### src/rtl/clk_div_multi.sv
// clk_div_multi: NUM_CH independent programmable clock dividers with per-channel tick strobes.
// New ratios are shadowed and take effect only at a period boundary or on sync_req.
module clk_div_multi #(
  parameter int NUM_CH      = 4,
  parameter int DIV_W       = 16,
  parameter int DEFAULT_DIV = 2
) (
  input  logic              clk_100MHz,
  input  logic              rst_n,
  input  logic              cfg_wr,
  input  logic [3:0]        cfg_ch,
  input  logic [DIV_W-1:0]  cfg_div,
  input  logic              sync_req,
  output logic [NUM_CH-1:0] clk_out,
  output logic [NUM_CH-1:0] tick,
  output logic [NUM_CH-1:0] cfg_pending
);

  localparam logic [DIV_W-1:0] DEF_DIV = DIV_W'(DEFAULT_DIV);

  logic w_ch_valid;
  assign w_ch_valid = ({1'b0, cfg_ch} < 5'(NUM_CH));

  for (genvar g = 0; g < NUM_CH; g++) begin : g_ch
    logic [DIV_W-1:0] r_div;
    logic [DIV_W-1:0] r_pdiv;
    logic [DIV_W-1:0] r_cnt;
    logic             r_pend;
    logic             r_clk;
    logic             r_tick;
    logic [DIV_W-1:0] w_div_n;
    logic [DIV_W-1:0] w_cnt_n;
    logic [DIV_W-1:0] w_high;
    logic             w_wr;
    logic             w_bound;
    logic             w_restart;
    logic             w_apply;
    logic             w_clk_n;
    logic             w_tick_n;

    assign w_wr = cfg_wr & w_ch_valid & (cfg_ch == 4'(g));

    // Restart the period (applying any pending ratio) at a boundary or sync, otherwise count
    always_comb begin
      w_bound   = (r_div < DIV_W'(2)) || (r_cnt == (r_div - DIV_W'(1)));
      w_restart = w_bound || sync_req;
      w_apply   = w_restart && r_pend;
      w_high    = r_div - (r_div >> 1);
      w_div_n   = r_div;
      w_cnt_n   = DIV_W'(0);
      w_clk_n   = 1'b0;
      w_tick_n  = 1'b0;
      if (w_apply) begin
        w_div_n = r_pdiv;
      end else begin
        w_div_n = r_div;
      end
      if (w_restart) begin
        w_cnt_n  = DIV_W'(0);
        w_clk_n  = (w_div_n != DIV_W'(0));
        w_tick_n = (w_div_n != DIV_W'(0));
      end else begin
        w_cnt_n  = r_cnt + DIV_W'(1);
        w_clk_n  = (w_cnt_n < w_high);
        w_tick_n = 1'b0;
      end
    end

    // Channel state; a write on an apply edge stays pending for the next boundary
    always_ff @(posedge clk_100MHz or negedge rst_n) begin
      if (!rst_n) begin
        r_div  <= DEF_DIV;
        r_pdiv <= DIV_W'(0);
        r_cnt  <= DIV_W'(0);
        r_pend <= 1'b0;
        r_clk  <= 1'b0;
        r_tick <= 1'b0;
      end else begin
        r_div  <= w_div_n;
        r_cnt  <= w_cnt_n;
        r_clk  <= w_clk_n;
        r_tick <= w_tick_n;
        if (w_wr) begin
          r_pdiv <= cfg_div;
          r_pend <= 1'b1;
        end else if (w_apply) begin
          r_pend <= 1'b0;
        end
      end
    end

    assign clk_out[g]     = r_clk;
    assign tick[g]        = r_tick;
    assign cfg_pending[g] = r_pend;
  end

endmodule

### config.mk
export PLATFORM = sky130hd
export DESIGN_NAME = clk_div_multi
export DESIGN_NICKNAME = d
export VERILOG_FILES = /design/src/rtl/clk_div_multi.sv
export SDC_FILE = /design/constraint.sdc
export NUM_CORES = 1
export LEC_CHECK = 0
export CAP_MARGIN = 20
export CORE_AREA = 3 3 184 186
export CTS_BUF_LIST = sky130_fd_sc_hd__clkbuf_16
export CTS_CLUSTER_DIAMETER = 200
export DETAILED_ROUTE_END_ITERATION = 6
export DIE_AREA = 0 0 187 189
export GPL_ROUTABILITY_DRIVEN = 0
export GPL_TIMING_DRIVEN = 0
export PLACE_DENSITY = 0.68
export SKIP_LAST_GASP = 1
export SYNTH_ARGS = -nofsm -noshare
export SYNTH_HDL_FRONTEND = slang
export SYNTH_SLANG_ARGS = --single-unit
### constraint.sdc
create_clock -name clk_100MHz -period 3.4 [get_ports clk_100MHz]
set_input_delay 0.34 -clock clk_100MHz [delete_from_list [all_inputs] [get_ports clk_100MHz]]
set_output_delay 0.34 -clock clk_100MHz [all_outputs]
set_load 0.05 [all_outputs]
Word level (Yosys, flattened, before mapping) --
Cells that the tools add are included.
Word-level totals: word-level logic and storage cells 102, input port bits 24, output and inout port bits 12, register bits after elaboration 204
Cells by class: reductions and logical operators 21, add/subtract/negate cells 12, order comparisons 9, bitwise operators 5, eq/ne operators 7, muxes and demuxes 24
Operators by type and width (count):
- $mux W16 | 8
- $add A16 B1 Y16 const B | 4
- $eq A16 B16 Y1 | 4
- $lt A16 B16 Y1 | 4
- $lt A16 B2 Y1 const B | 4
- $reduce_bool A16 Y1 | 4
- $sub A16 B1 Y16 const B | 4
- $sub A16 B15 Y16 | 4
- $mux W1 | 16
- $eq A4 B2 Y1 const B | 2
- $logic_or A1 B1 Y1 | 8
- $reduce_bool A2 Y1 | 4
- $and A1 B1 Y1 | 5
- $eq A4 B1 Y1 const B | 1
- $logic_and A1 B1 Y1 | 4
- $logic_not A4 Y1 | 1
- $lt A4 B3 Y1 const B | 1

Logic depth before layout (Yosys ltp) --
Gate-level depths: netlist of run 1.
depth after elaboration 8, gate-level depth with buffers 19, mapped depth without buffers 19

Least setup slack after synthesis of run 1 --
No wires, ideal clock.
path type register to register, start point register g_ch[3].r_div[1], end point register g_ch[3].r_clk, cell stages (with the launch flop) 14, slack -0.045 ns, data arrival time 3.344 ns, clock period less this slack 3.445 ns, library setup time 0.101 ns, path buffers 0, data required time 3.299 ns, path through dfstp_2 > inv_1 > ha_1 > nor2_1 > o311a_1 > o41ai_1 > a31oi_1 > a221oi_1 > xnor2_1 > ha_1 > a21o_1 > a21o_1 > a211o_1 > o32ai_1
Between the ends: word-level cells in the longest chain between the ends 8, elaborated cells on any way between the ends 11, those cells by class add/sub (2); order compare (2); eq/ne (1); mux (2); reduce/logical (4)
RTL lines:
- start: declaration | line 25 | logic [DIV_W-1:0] r_div;
- start signal: assignment | line 79 | r_div <= w_div_n;
- $sub A16 B1 Y16 | line 45 | w_bound = (r_div < DIV_W'(2)) || (r_cnt == (r_div - DIV_W'(1)));
- $eq A16 B16 Y1 | line 45
- $logic_or A1 B1 Y1 | line 45
- $logic_or A1 B1 Y1 | line 46 | w_restart = w_bound || sync_req;
- $logic_and A1 B1 Y1 | line 47 | w_apply = w_restart && r_pend;
- $mux W16 | line 53 | if (w_apply) begin
- $reduce_bool A16 Y1 | line 60 | w_clk_n = (w_div_n != DIV_W'(0));
- $mux W1 (*) | line 58 | if (w_restart) begin
- via g_ch[3].w_clk_n | line 38 | logic w_clk_n;
- end signal: assignment | line 81 | r_clk <= w_clk_n;
- end: declaration | line 29 | logic r_clk;
Mark *: on every way through the listed nets, which the timed path passes. The rest lies on a longest branch. A chain may end at the register's enable or synchronous reset.

Worst setup path after layout of run 1 --
start point register g_ch[0].r_div[1], end point register g_ch[0].r_clk
Between the ends: word-level cells in the longest chain between the ends 8, elaborated cells on any way between the ends 11, those cells by class add/sub (2); order compare (2); eq/ne (1); mux (2); reduce/logical (4)
RTL lines (line):
- start: declaration | 25
- start signal: assignment | 79
- $sub A16 B1 Y16 | 45
- $eq A16 B16 Y1 | 45
- $logic_or A1 B1 Y1 | 45
- $logic_or A1 B1 Y1 | 46
- $logic_and A1 B1 Y1 | 47
- $mux W16 | 53
- $reduce_bool A16 Y1 | 60
- $mux W1 (*) | 58
- via g_ch[0].w_clk_n | 38
- end signal: assignment | 81
- end: declaration | 29
Marks and branches as above.

==> impl_metrics.yaml, run 1 <==
placement:
  dp_hpwl_microns: 28000
  dp.cells: 2089
  port-buffer-count: 35
final_layout:
  nNetsFinal: 1949
  area_delta_synth_final_pct: 16.0
  nFillCells: 2772
  drive_above_1_share_pct: 20.7
  fin_cells: 2177
  regArea_sq_um: 5130
  multiInputGateArea_sq_um: 10700
  diodes: 0
  final_util_pct: 57.4
sta:
  setup_ws_ps: -158
  setup_violations: 3
  min_period_over_period_pct: 105
  fin_skew_ps: 8.13
  period_needed_ps: 3560
  max_freq_mhz: 281
  max-slew-margin-rel_pct: 52.3
  worstMarginPinSlew_ps: 713
  slew_violations: 0
  rsz0062_at_grt: "yes"
  hold_viol: 0
clock_tree:
  root_buffer: "clkbuf_16"
  h-tree-depth: 1
  clock_latency_ps: 530
  cts_tree: "done"
  cts.sinks: 204
  cts_buffer_depth: 3
  cts_made_buffers: 24
  clk_pin_slew_ps: 60
worst_setup_path:
  worstSetupPathType: "flip-flop to flip-flop"
  cp_data_required_time_ps: 3850
  crit_fanout: 4
  crit_buf_inv: 1
  path_cells: "inv_2, ha_4, nor2_4, o311a_4, o41ai_4, a31oi_2, a221oi_2, nor4_1, a211oi_1, ha_1, and4_1, a21oi_1, nand3_1, mux2i_1"
  regToRegSetupSlack_ps: -160
  r2r-start: "g_ch[0].r_div[1]"
  max_stage_delay_ps: 580
  end_kind: "flip-flop"
  rr_worst_depth: 14
  slowest_stage: "dfstp_2"
  arrival_ps: 4010
  cp-start-kind: "flip-flop"
  crit_family: "compound AO/OA/AOI/OAI gates"
  regToRegEndpoint: "g_ch[0].r_clk"
die:
  die_x_microns: 187
  start_util_pct: 49.4
  dieArea_sq_um: 35300
  fp.dieH_microns: 189
  core_area_sq_um: 32500
  io_pins: 36
  num_rows: 66
global_route:
  antenna_found_initial: 0
  grt_pass1_wl_microns: 62700
  grt_usage_pct: 21.2
  grt_overflow_total: 0
  grt_max_degree: 130
  grt_pass1_vias: 12478
logic_synthesis:
  synth_top_cell_by_area: "dfrtp_1"
  syn_area_per_cell_sq_um: 9.96
  ys_ff_latch: 204
  synth_ff_type: "dfrtp_1"
  yosys.area.top_type_share_pct: 31.2
  ys_types: 79
  async_flop_share_pct: 100
  synth_area_leaders: "dfrtp_1 (31%), ha_1 (16%), xnor2_1 (7.9%)"
  syn-num-nets: 1843
  ys_warn_count: 0
  synth_edf_count: 0
  yosysMostFrequentCell: "ha_1"
  synthTopCellsByCount: "ha_1 (204), dfrtp_1 (200), xnor2_1 (145), inv_1 (134), nor2_1 (102)"
  netlist_instances: 1611
  synth.cell_area_sq_um: 16000
  seq_area_frac_synth_pct: 31.8
job:
  maxCapViolCount: 0
run_status:
  status: "finished, violations left"
  violations: "negative setup slack"
route:
  num_vias: 12098
  drc: 0
  postRouteAntennaNets: 0
  viasPerCell: 5.56
  drtIter0Drc: 600
  routed_wl_microns: 37800
  drtPass1Iterations: 6
  wl_per_cell_microns: 17.4
power:
  power_density_nw_per_um2: 1120
  leakage_nw: 8.46
  ir_drop_mv: 0.907
worst_hold_path:
  hp-class: "primary input to async pin"
## state kept, by name, summed over array words and instances (netlist names)
| name | flops |
|---|---|
| g_ch.r_div | 64 |
| g_ch.r_pdiv | 64 |
| g_ch.r_cnt | 64 |
| g_ch.r_pend | 4 |
| g_ch.r_tick | 4 |
| g_ch.r_clk | 4 |
## power by group
group	switching, mW	total (mW)	internal [mW]	leakage, nW
Combinational	7.62	14.4	6.76	5.48
Clock	1.07	2.48	1.42	0.368
Sequential	0.855	3.94	3.09	2.61
## how the worst max path moves through the flow
stage / startpoint / to / slack (ps) / cells past startpoint
6_report: g_ch[0].r_div[1] / g_ch[0].r_clk / -160 / 14
4_1_cts: g_ch[1].r_div[1] / g_ch[1].r_clk / -170 / 15
5_1_grt: g_ch[0].r_div[1] / g_ch[0].r_clk / -360 / 18
3_5_place_dp: g_ch[3].r_div[1] / g_ch[3].r_clk / -780 / 15
2_1_floorplan: g_ch[3].r_div[1] / g_ch[3].r_clk / 50 / 13
3_3_place_gp: rst_n / g_ch[1].r_div[2] / -6580 / 1
## metrics by stage
stage | setup slack (ps) | hold slack [ps] | instance area [sq um] | power (mW) | setup TNS, ps
after floorplan | 46.3 | 44.4 | 16100 | 13.6 | 0
after global placement | -6580 | 508 | 17000 | 16.0 | -1327290
after detailed placement | -780 | 372 | 17000 | 16.3 | -2240
after CTS | -169 | 410 | 18300 | 20.1 | -1810
after global routing | -355 | 445 | 18600 | 22.8 | -1350
final | -158 | 392 | 18600 | 20.8 | -337
## kinds of logic (layout without fill, tap and decap cells)
group / count (synthesis) / after routing / synth area share, %
simple gates: 475 / 475 / 16.1
compound gates: 224 / 224 / 9.97
fa+ha+maj: 208 / 208 / 16.4
flops: 204 / 204 / 31.8
xor+xnor: 197 / 197 / 10.8
buf+inv: 168 / 292 / 4.49
mux: 135 / 135 / 10.4
## per-layer routing
| layer | track usage, % | up-vias | part of all wire (%) |
|---|---|---|---|
| li1 | - | 5931 | - |
| met1 | 28.6 | 5886 | 47 |
| met2 | 36.0 | 222 | 47 |
| met3 | 2.59 | 59 | 3.9 |
| met4 | 5.82 | 0 | 2.4 |
| met5 | 0 | - | 0 |
## placed cells by master, fill, tap and decap left out, types with 25 or more instances in the layout
| cell | instances |
|---|---|
| nor4_1 | 48 |
| clkdlybuf4s50_1 | 34 |
| nand3_1 | 49 |
| a21oi_1 | 38 |
| xnor2_1 | 144 |
| nor3_1 | 38 |
| mux2_4 | 40 |
| mux2_2 | 90 |
| nor2_1 | 97 |
| inv_1 | 126 |
| and3_1 | 33 |
| nand2_1 | 47 |
| nor2b_1 | 47 |
| and2_1 | 25 |
| ha_1 | 197 |
| buf_4 | 55 |
| xor2_1 | 51 |
| clkbuf_16 | 25 |
| dfrtp_1 | 182 |
## area by class of cell
class	instances	share of cell area [%]
Buffer	34	1.18
Multi-Input combinational cell	1239	57.6
Inverter	134	2.72
Tap cell	442	2.97
Clock inverter	19	0.739
Timing Repair Buffer	80	3.84
Clock buffer	25	3.36
Sequential cell	204	27.6
## repair_timing
action	CTS	global route
pin swaps	35	30
setup endpoints to repair	4	38
hold buffers	1	0
gates resized for setup	81	47
hold endpoints to repair	74	0
setup buffers	27	16
(Power assumes the default switching activity.)
==> run 2, diff against run 1 <==
Settings changed: HOLD_SLACK_MARGIN set to 0.03.
==> results of run 2 <==
Final layout, timing and power as in run 1 (identical DEF).
==> run 3, diff against run 2 <==
Settings changed: CORE_AREA 3 3 184 186 to 3 3 219 221, DIE_AREA 0 0 187 189 to 0 0 222 224, PLACE_DENSITY 0.68 to not set.
==> impl_metrics.yaml, run 3 (synthesis gave the netlist of run 1 again) <==
run_status:
  status: "finished, violations left"
  violations: "negative setup slack"
final_layout:
  diodes: 0
  final_common_cell: "ha_1"
  nNetsFinal: 1947
  reg_top3: "g_ch.r_cnt (64), g_ch.r_div (64), g_ch.r_pdiv (64)"
  layout_common_cells: "ha_1 (200), dfrtp_1 (181), xnor2_1 (145)"
  final_util_pct: 40.7
  drive_above_1_share_pct: 20.0
  area_delta_synth_final_pct: 17.5
  fin_cells: 2342
die:
  die_x_microns: 222
  num_rows: 79
  dieArea_sq_um: 49700
  fp.dieH_microns: 224
  io_pins: 36
  start_util_pct: 34.6
  core_area_sq_um: 46400
sta:
  rsz0062_at_grt: "yes"
  setup_ws_ps: -198
  fin_skew_ps: 20.0
  slew_violations: 0
  worstMarginPinSlew_ps: 755
  period_needed_ps: 3600
  hold_viol: 0
  max-slew-margin-rel_pct: 49.4
  min_period_over_period_pct: 106
  whs_ps: 253
  max_freq_mhz: 278
  setup_violations: 3
worst_hold_path:
  hp-class: "primary input to async pin"
power:
  ir_drop_mv: 0.785
  power_density_nw_per_um2: 1120
  leakage_nw: 8.51
global_route:
  grt_usage_pct: 15.6
  grt_max_degree: 91
  grt_pass1_vias: 12396
  grt_overflow_total: 0
  antenna_found_initial: 0
  grt_pass1_wl_microns: 64600
placement:
  pre_cts_slack_ps: -523
  dp.cells: 2255
  dp_hpwl_microns: 29600
  port-buffer-count: 35
clock_tree:
  cts_tree: "done"
  clk_pin_slew_ps: 60
  cts_made_buffers: 26
  cts_buffer_depth: 3
  root_buffer: "clkbuf_16"
  clock_latency_ps: 560
  cts.sinks: 204
  h-tree-depth: 1
route:
  postRouteAntennaNets: 0
  wl_per_cell_microns: 16.9
  drtPass1Iterations: 5
  routed_wl_microns: 39600
  viasPerCell: 5.20
  drtIter0Drc: 523
  drc: 0
  num_vias: 12169
worst_setup_path:
  slowest_stage: "dfstp_2"
  cp-start-kind: "flip-flop"
  worstSetupPathType: "flip-flop to flip-flop"
  crit_family: "compound AO/OA/AOI/OAI gates"
  crit_fanout: 4
  max_stage_delay_ps: 580
  cp_data_required_time_ps: 3840
  crit_buf_inv: 1
  path_cells: "inv_2, ha_4, nor2_4, o311a_4, o41ai_4, a31oi_2, a221oi_2, xnor2_1, ha_1, a21o_1, a21o_1, a211o_1, o32ai_2"
  arrival_ps: 4040
  end_kind: "flip-flop"
  cp_common_cell: "a21o_1"
job:
  maxCapViolCount: 0
[run 3: layout make-up]
type | count | area [sq um]
Buffer | 34 | 218
Clock buffer | 26 | 651
Clock inverter | 22 | 231
Fill cell | 4494 | 27500
Inverter | 134 | 507
Multi-Input combinational cell | 1239 | 10600
Sequential cell | 204 | 5130
Tap cell | 607 | 759
Timing Repair Buffer | 76 | 718
[run 3: worst paths after layout]
kind	startpoint	to	slack [ps]	cells after the start
worst max-delay path	g_ch[3].r_div[1]	g_ch[3].r_clk	-200	13
worst min-delay path	rst_n	g_ch[1].r_clk	250	2
worst max register to register	g_ch[3].r_div[1]	g_ch[3].r_clk	-200	13
worst min register to register	g_ch[0].r_cnt[0]	g_ch[0].r_cnt[0]	520	1
max in group asynchronous	rst_n	g_ch[2].r_div[1]	1970	4
min in group clk_100MHz	g_ch[0].r_cnt[0]	g_ch[0].r_cnt[0]	520	1
[run 3: power breakdown]
group | total (mW) | internal [mW] | switching (mW)
Sequential | 3.93 | 3.09 | 0.844
Combinational | 14.3 | 6.70 | 7.61
Clock | 2.82 | 1.70 | 1.11
[run 3: per-stage QoR]
step	setup TNS, ps	area (sq um)	power (mW)
floorplan	0	16100	13.6
global placement	-1352180	17200	16.1
detailed placement	-2020	17200	16.4
CTS	-289	18600	20.5
global route	-1010	18900	23.0
finish	-324	18900	21.1
[run 3: timing repair]
item                                   in CTS  in global routing
pin swaps                                  30                 28
setup endpoints to repair                   6                 34
hold buffers                                1                  0
resized for setup                          75                 35
endpoints found under the hold margin      36                  0
buffers inserted                           29                  9
[run 3: layer usage]
layer | track usage, % | vias to the layer above | share of wire, %
met5 | 0 | - | 0
met1 | 21.0 | 6005 | 48
met4 | 3.57 | 0 | 2.2
met2 | 26.6 | 195 | 47
li1 | - | 5922 | -
met3 | 2.16 | 47 | 3.1
